$ cat src/rtl/sisc_pkg.sv
// sisc_pkg: opcode, state and ALU override constants shared by the sisc control unit
package sisc_pkg;
    localparam logic [3:0] OP_NOP = 4'd0;
    localparam logic [3:0] OP_ALU = 4'd1;
    localparam logic [3:0] OP_LOD = 4'd2;
    localparam logic [3:0] OP_STR = 4'd3;
    localparam logic [3:0] OP_BRA = 4'd4;
    localparam logic [3:0] OP_BRR = 4'd5;
    localparam logic [3:0] OP_BNE = 4'd6;
    localparam logic [3:0] OP_BNR = 4'd7;
    localparam logic [3:0] OP_HLT = 4'd15;
    localparam logic [1:0] ALU_OP_NOSTAT = 2'b10;
    localparam logic [1:0] ALU_OP_ADDR = 2'b11;
    typedef enum logic [2:0] {
        S_START0, S_START1, S_FETCH, S_DECODE, S_EXECUTE, S_MEM, S_WRITEBACK, S_HALT
    } state_e;
endpackage

$ cat src/rtl/sisc_br_eval.sv
// sisc_br_eval: branch-taken and absolute-target decode against the status flags
module sisc_br_eval
    import sisc_pkg::*;
(
    input  logic [3:0] opcode,
    input  logic [3:0] mm,
    input  logic [3:0] stat,
    output logic       taken,
    output logic       br_sel
);
    logic w_hit;
    assign w_hit = |(mm & stat);
    always_comb begin
        taken = (opcode == OP_BRA || opcode == OP_BRR) ? w_hit :
                (opcode == OP_BNE || opcode == OP_BNR) ? !w_hit : 1'b0;
        br_sel = opcode == OP_BRA || opcode == OP_BNE;
    end
endmodule

$ cat src/rtl/sisc_ctrl.sv
// sisc_ctrl: multicycle fetch/decode/execute/mem/writeback sequencer with retired counter
module sisc_ctrl
    import sisc_pkg::*;
#(
    parameter int CNT_W = 16
) (
    input  logic             clk,
    input  logic             rst_f,
    input  logic [3:0]       opcode,
    input  logic [3:0]       mm,
    input  logic [3:0]       stat,
    output logic [1:0]       alu_op,
    output logic             rf_we,
    output logic             wb_sel,
    output logic             rb_sel,
    output logic             ir_load,
    output logic             pc_write,
    output logic             pc_sel,
    output logic             br_sel,
    output logic             pc_rst,
    output logic             mm_sel,
    output logic             dm_we,
    output logic             halted,
    output logic [CNT_W-1:0] retired
);
    state_e r_state, w_next;
    logic [CNT_W-1:0] r_retired;
    logic w_taken, w_abs, w_retire, w_is_str, w_is_lod, w_is_alu;
    sisc_br_eval u_br (.opcode(opcode), .mm(mm), .stat(stat), .taken(w_taken), .br_sel(w_abs));
    assign w_is_str = opcode == OP_STR;
    assign w_is_lod = opcode == OP_LOD;
    assign w_is_alu = opcode == OP_ALU;
    assign retired = r_retired;
    always_comb begin
        w_next = r_state;
        alu_op = ALU_OP_NOSTAT;
        rf_we = 1'b0;
        wb_sel = 1'b0;
        rb_sel = 1'b0;
        ir_load = 1'b0;
        pc_write = 1'b0;
        pc_sel = 1'b0;
        br_sel = 1'b0;
        pc_rst = 1'b0;
        mm_sel = 1'b0;
        dm_we = 1'b0;
        halted = 1'b0;
        case (r_state)
            S_START0: begin
                pc_rst = 1'b1;
                w_next = S_START1;
            end
            S_START1: w_next = S_FETCH;
            S_FETCH: begin
                ir_load = 1'b1;
                pc_write = 1'b1;
                w_next = S_DECODE;
            end
            S_DECODE: begin
                pc_write = w_taken;
                pc_sel = w_taken;
                br_sel = w_taken & w_abs;
                rb_sel = w_is_str;
                w_next = opcode == OP_HLT ? S_HALT :
                         (w_is_alu || w_is_lod || w_is_str) ? S_EXECUTE : S_FETCH;
            end
            S_EXECUTE: begin
                alu_op = w_is_alu ? {1'b0, mm[3]} : ALU_OP_ADDR;
                rb_sel = w_is_str;
                w_next = w_is_alu ? S_WRITEBACK : (w_is_lod || w_is_str) ? S_MEM : S_FETCH;
            end
            S_MEM: begin
                alu_op = ALU_OP_ADDR;
                mm_sel = 1'b1;
                dm_we = w_is_str;
                rb_sel = w_is_str;
                w_next = w_is_lod ? S_WRITEBACK : S_FETCH;
            end
            S_WRITEBACK: begin
                rf_we = 1'b1;
                wb_sel = w_is_lod;
                mm_sel = w_is_lod;
                // ALU results re-present the EXECUTE override so the status re-latch is harmless
                alu_op = w_is_lod ? ALU_OP_ADDR : {1'b0, mm[3]};
                w_next = S_FETCH;
            end
            S_HALT: halted = 1'b1;
            default: w_next = S_START0;
        endcase
    end
    assign w_retire = w_next == S_FETCH &&
                      (r_state == S_DECODE || r_state == S_MEM || r_state == S_WRITEBACK);
    always_ff @(posedge clk or negedge rst_f) begin
        if (!rst_f) begin
            r_state <= S_START0;
            r_retired <= '0;
        end else begin
            r_state <= w_next;
            if (w_retire && r_retired != {CNT_W{1'b1}}) r_retired <= r_retired + 1'b1;
        end
    end
endmodule

$ cat config.mk
export PLATFORM = sky130hd
export DESIGN_NAME = sisc_ctrl
export DESIGN_NICKNAME = d
export VERILOG_FILES = /design/src/rtl/sisc_pkg.sv /design/src/rtl/sisc_br_eval.sv /design/src/rtl/sisc_ctrl.sv
export SDC_FILE = /design/constraint.sdc
export NUM_CORES = 1
export LEC_CHECK = 0
export CORE_AREA = 3 3 59 61
export CTS_CLUSTER_SIZE = 8
export DETAILED_ROUTE_END_ITERATION = 10
export DIE_AREA = 0 0 62 64
export MAX_ROUTING_LAYER = met4
export PLACE_DENSITY_LB_ADDON = 0.1
export SLEW_MARGIN = 0
export SYNTH_ARGS = -nofsm -noshare
export SYNTH_HDL_FRONTEND = slang
export SYNTH_SLANG_ARGS = --single-unit
$ cat constraint.sdc
create_clock -name clk -period 2.2 [get_ports clk]
set_clock_uncertainty 0.15 [all_clocks]
set_input_delay 0.22 -clock clk [delete_from_list [all_inputs] [get_ports clk]]
set_output_delay 0.22 -clock clk [all_outputs]
set_load 0.01 [all_outputs]
# --- Word level (Yosys, flattened, before mapping) ---
# Cells that the tools add are included.
classes:
  n_addsub: 1
  n_eq_ne: 17
  n_mux: 22
  bitwise_logic: 2
  reduce_logical: 15
ops:
  columns: ["op", "n"]
  rows:
  - ["$pmux W3 S6", 1]
  - ["$add A16 B1 Y16 const B", 1]
  - ["$eq A4 B3 Y1 const B", 4]
  - ["$ne A16 B16 Y1 const B", 1]
  - ["$mux W3", 5]
  - ["$eq A3 B3 Y1 const B", 4]
  - ["$mux W1", 11]
  - ["$eq A3 B2 Y1 const B", 3]
  - ["$eq A4 B2 Y1 const B", 2]
  - ["$logic_or A1 B1 Y1", 8]
  - ["$pmux W2 S3", 1]
  - ["$and A4 B4 Y4", 1]
  - ["$eq A4 B1 Y1 const B", 1]
  - ["$eq A4 B4 Y1 const B", 1]
  - ["$mux W2", 2]
  - ["$pmux W1 S2", 2]
  - ["$reduce_or A4 Y1", 1]
  - ["$eq A3 B1 Y1 const B", 1]
  - ["$logic_not A3 Y1", 1]
  - ["$reduce_or A3 Y1", 1]
  - ["$logic_and A1 B1 Y1", 2]
  - ["$reduce_or A2 Y1", 1]
  - ["$and A1 B1 Y1", 1]
  - ["$logic_not A1 Y1", 1]
word_totals:
  ff_bits: 19
  inputBits: 14
  out_inout_bits: 29
  elab_cells: 59

# --- Longest topological paths before layout ---
depth:
  ltp_word: 9
  ltp_mapped: 8

# --- By module ---
# A second synthesis with hierarchy kept.
hier_totals:
  cells_unflattened: 140
  area_unflattened_um2: 1234.9
modules_own_cells:
  columns: ["mod", "n_inst", "cells_each", "area_each_um2", "seq_area_each_um2"]
  rows:
  - ["sisc_ctrl", 1, 133, 1181.1, 475.5]
  - ["sisc_br_eval", 1, 7, 53.8, 0.0]

# --- Least setup slack after synthesis ---
# Ideal clock, no wire load.
synth_path:
  path_type: "reg2reg"
  from: "reg r_state[0]"
  to: "reg r_retired[15] (netlist: retired[15])"
  t_arrival_ns: 1.592
  required_time_ns: 1.925
  slack_ns: 0.334
  stages_incl_launch_ff: 7
  n_path_buf: 1
  cell_sequence: "dfrtp_1 > buf_4 > nand2_1 > o21ba_2 > a211o_4 > nand3_1 > mux2_2"
synth_via:
  elab_chain_len: 6
synth_rtl:
  columns: ["item", "line", "rtl"]
  rows:
  - ["start: declaration", "sisc_ctrl.sv:26", "state_e r_state, w_next;"]
  - ["start signal: assignment", "sisc_ctrl.sv:98", "r_state <= w_next;"]
  - ["$eq A3 B3 Y1 / $eq A3 B1 Y1 (equally long branches)", "sisc_ctrl.sv:48, sisc_ctrl.sv:92", null]
  - ["$reduce_or A2 Y1 (no source line)", null, null]
  - ["$pmux W3 S6", "sisc_ctrl.sv:48", "case (r_state)"]
  - ["$eq A3 B2 Y1", "sisc_ctrl.sv:91", "assign w_retire = w_next == S_FETCH &&"]
  - ["$logic_and A1 B1 Y1 (*)", "sisc_ctrl.sv:91", null]
  - ["$logic_and A1 B1 Y1 (*)", "sisc_ctrl.sv:99", "if (w_retire && r_retired != {CNT_W{1'b1}}) r_retired <= r_retired + 1'b1;"]
  - ["end signal: assignment", "sisc_ctrl.sv:99", null]
  - ["end: declaration", "sisc_ctrl.sv:27", "logic [CNT_W-1:0] r_retired;"]
# Every way passes the cells marked *; elsewhere a longest branch is shown, timed or not.
# A chain may end at the register's enable or synchronous reset.

# --- Worst setup path in the final report ---
layout_path:
  from: "reg r_state[0]"
  to: "out rf_we"
layout_via:
  elab_chain_len: 2
layout_rtl:
  columns: ["item", "line", "rtl"]
  rows:
  - ["$eq A3 B3 Y1", "sisc_ctrl.sv:48", null]
  - ["$mux W1", "sisc_ctrl.sv:48", null]
  - ["end: declaration", "sisc_ctrl.sv:13", "output logic rf_we,"]
# Every way passes these cells.

==> impl_metrics.json <==
{
  "timing.final.hold_violations": 0,
  "synth_edf_count": 0,
  "dominantRegCellSynth": "dfrtp_1",
  "grt_antenna_before_repair": 0,
  "timing.final.crit_period_ps": 2130,
  "grt_start_max_net_pins": 20,
  "async_flop_share_pct": 100,
  "seqCellArea_um2": 478,
  "netlist-cell-type-count": 45,
  "port_buffers": 42,
  "outcome": "finished clean",
  "insertedDiodeCount": 0,
  "synth_seq_area_share_pct": 34.9,
  "via_count": 1350,
  "grt_overflow": 0,
  "top_level_ports": 43,
  "fin_hold_ws_ps": 94.2,
  "fraction_of_final_layout_cells_with_drive_strength_greater_than_1_pct": 31.3,
  "crit_type": "reg -> out",
  "ys_ff_latch": 19,
  "clock_tree.root_cell": "clkbuf_4",
  "layout-area-overhead-vs-synth_pct": 50.4,
  "avgRoutedWirePerCell_um": 14.2,
  "start_kind": "flip-flop",
  "timing.critical_path.required_ps": 1830,
  "number_of_buffers_created_by_cts": 3,
  "timing.critical_path.arrival_ps": 1760,
  "ys.warnings.count": 0,
  "clock_tree.htree_level_count": 1,
  "number_of_remaining_drc_errors": 0,
  "postSynthNetCount": 154,
  "slew_headroom_pct": 76.4,
  "multi_input_gate_area_um2": 827,
  "grt_first_pass_wirelength_mm": 6.33,
  "core-area_mm2": 0.00303,
  "die_h_um": 64,
  "worst_setup_path_end_kind": "output pin",
  "placed_area_mm2": 0.00190,
  "detailedRoute.firstIterationViolations": 55,
  "clkSlewWorstSetupHoldPaths_ps": 120,
  "num_rows": 20,
  "maxCapViolations": 0,
  "drt-pass1-iter-count": 5,
  "syn_area_mm2": 0.00136,
  "finalWirelength_mm": 3.58,
  "clock_insertion_delay_worst_skew_ps": 300,
  "timing.final.crit_share_pct": 96.6,
  "post_drt_via_cell_ratio": 5.36,
  "hold_buffers": 0,
  "starting_density_pct": 45.0,
  "first_global_vias": 1369,
  "timing.rr.start": "r_state[0]",
  "clk_path_buf_depth": 2,
  "syn-instance-count": 139,
  "rsz0062_at_grt": "no",
  "final_cell_area_mm2": 0.00205,
  "timing.critical_path.from": "r_state[0]",
  "floorplan.die.width_um": 62,
  "tightest_slew_ps": 351,
  "p_leak_nw": 0.884,
  "clock_sink_count": 19,
  "final_count_of_pins_violating_max_slew": 0,
  "ant_nets": 0,
  "finish.net_count": 224,
  "filler_cell_count": 254,
  "mapped_avg_cell_area_um2": 9.79,
  "crit_fanout": 3,
  "place_hpwl_mm": 2.56,
  "timing.hold.worst.class": "in -> async",
  "gpl.final_weighted_congestion": 0.881,
  "clock.fmax_ghz": 0.471,
  "die-area_mm2": 0.00397,
  "p_per_area_mw_per_mm2": 948,
  "global_route_usage_over_all_layers_pct": 21.2,
  "setup_viol_count_final": 0,
  "tritoncts": "built",
  "worst_ir_drop_vdd_mv": 0.667
}
## worst paths after layout
path,endpoint,slack (ps),cells past startpoint
setup / recovery,rf_we,70,4
hold / removal,retired[7],90,2
setup reg to reg,retired[6],120,9
hold reg to reg,retired[7],380,1
max in group asynchronous,r_state[0],1570,2
min in group clk,retired[7],380,1
## registers in the layout, indices dropped and copies added (netlist names)
name     count
r_state      3
retired     16
## cell usage after synthesis, drive strengths merged, types with 2 or more instances
cell	count	share of area [%]
dfrtp	19	35
nand4	15	11
xnor2	13	8.4
nor2	11	3.0
buf	9	6.2
nand2	8	2.2
nand3	7	2.9
and3	6	2.8
nor3	6	2.2
o21ai	5	2.7
inv	4	1.1
nor2b	3	1.4
a21oi	2	0.74
a41oi	2	1.3
and2	2	0.92
and4	2	1.4
mux2	2	1.7
nor4	2	0.92
o21a	2	1.1
o22ai	2	0.92
## repair_timing
action,CTS,global route
cloned,0,0
pin swaps,2,4
gates resized for setup,30,8
buffers inserted,10,2
setup endpoints to repair,10,6
## layout by cell type (no fill, tap or decap), drive strengths merged, types with 3 or more instances in the layout
master         synthesis  routed
nand4                 15      15
dfrtp                 19      19
dlygate4sd2            0       5
dlymetal6s2s           0       4
buf                    9      35
o21ai                  5       5
inv                    4       4
nor2b                  3       3
nor3                   6       6
nor2                  11      11
nand3                  7       7
nand2                  8       8
and3                   6       6
xnor2                 13      13
clkdlybuf4s50          0      29
clkbuf                 0       4
## kinds of logic after synthesis
kind of cell / after synthesis / share of synthesized area [%]
buffers and inverters: 13 / 7.26
XOR/XNOR: 14 / 9.01
AO/OA/AOI/OAI: 22 / 14.5
adder cells (fa/ha/maj): 1 / 0.919
flip-flops: 19 / 34.9
AND/OR/NAND/NOR: 68 / 31.7
multiplexers: 2 / 1.65
## metal layers
metal / vias to the layer above / wire, um / global-route usage [%]
met3: 7 / 179 / 3.84
met4: 0 / 50 / 5.04
met2: 51 / 1760 / 32.1
met1: 638 / 1590 / 29.1
li1: 654 / - / -
met5: - / 0 / -
## metrics by stage
stage	std cells	power (mW)	util (%)	setup slack, ps	setup TNS [ps]
finish	252	1.94	67.6	74.8	0
detailed placement	236	1.60	62.9	-487	-4540
CTS	250	1.91	66.7	15.2	0
global route	252	2.09	67.6	7.13	0
floorplan	139	1.16	-	334	0
global placement	236	1.57	62.9	-404	-3660
## power by group
| group | internal [mW] | switching (mW) |
|---|---|---|
| registers | 0.430 | 0.0942 |
| clock network | 0.0678 | 0.111 |
| logic | 0.660 | 0.577 |
## layout make-up
| cell class | instances | share of cell area (%) |
|---|---|---|
| Timing Repair Buffer | 74 | 31.5 |
| Tap cell | 44 | 2.69 |
| Clock inverter | 1 | 0.244 |
| Clock buffer | 3 | 1.10 |
| Sequential cell | 19 | 23.3 |
| Inverter | 4 | 0.733 |
| Multi-Input combinational cell | 107 | 40.4 |
## critical path: stages (launching register included)
cell	delay, ps
dfrtp_2	430
buf_4	150
nor2b_4	130
and2_1	200
clkdlybuf4s50_1	550
Power figures use the tool's default switching activity.
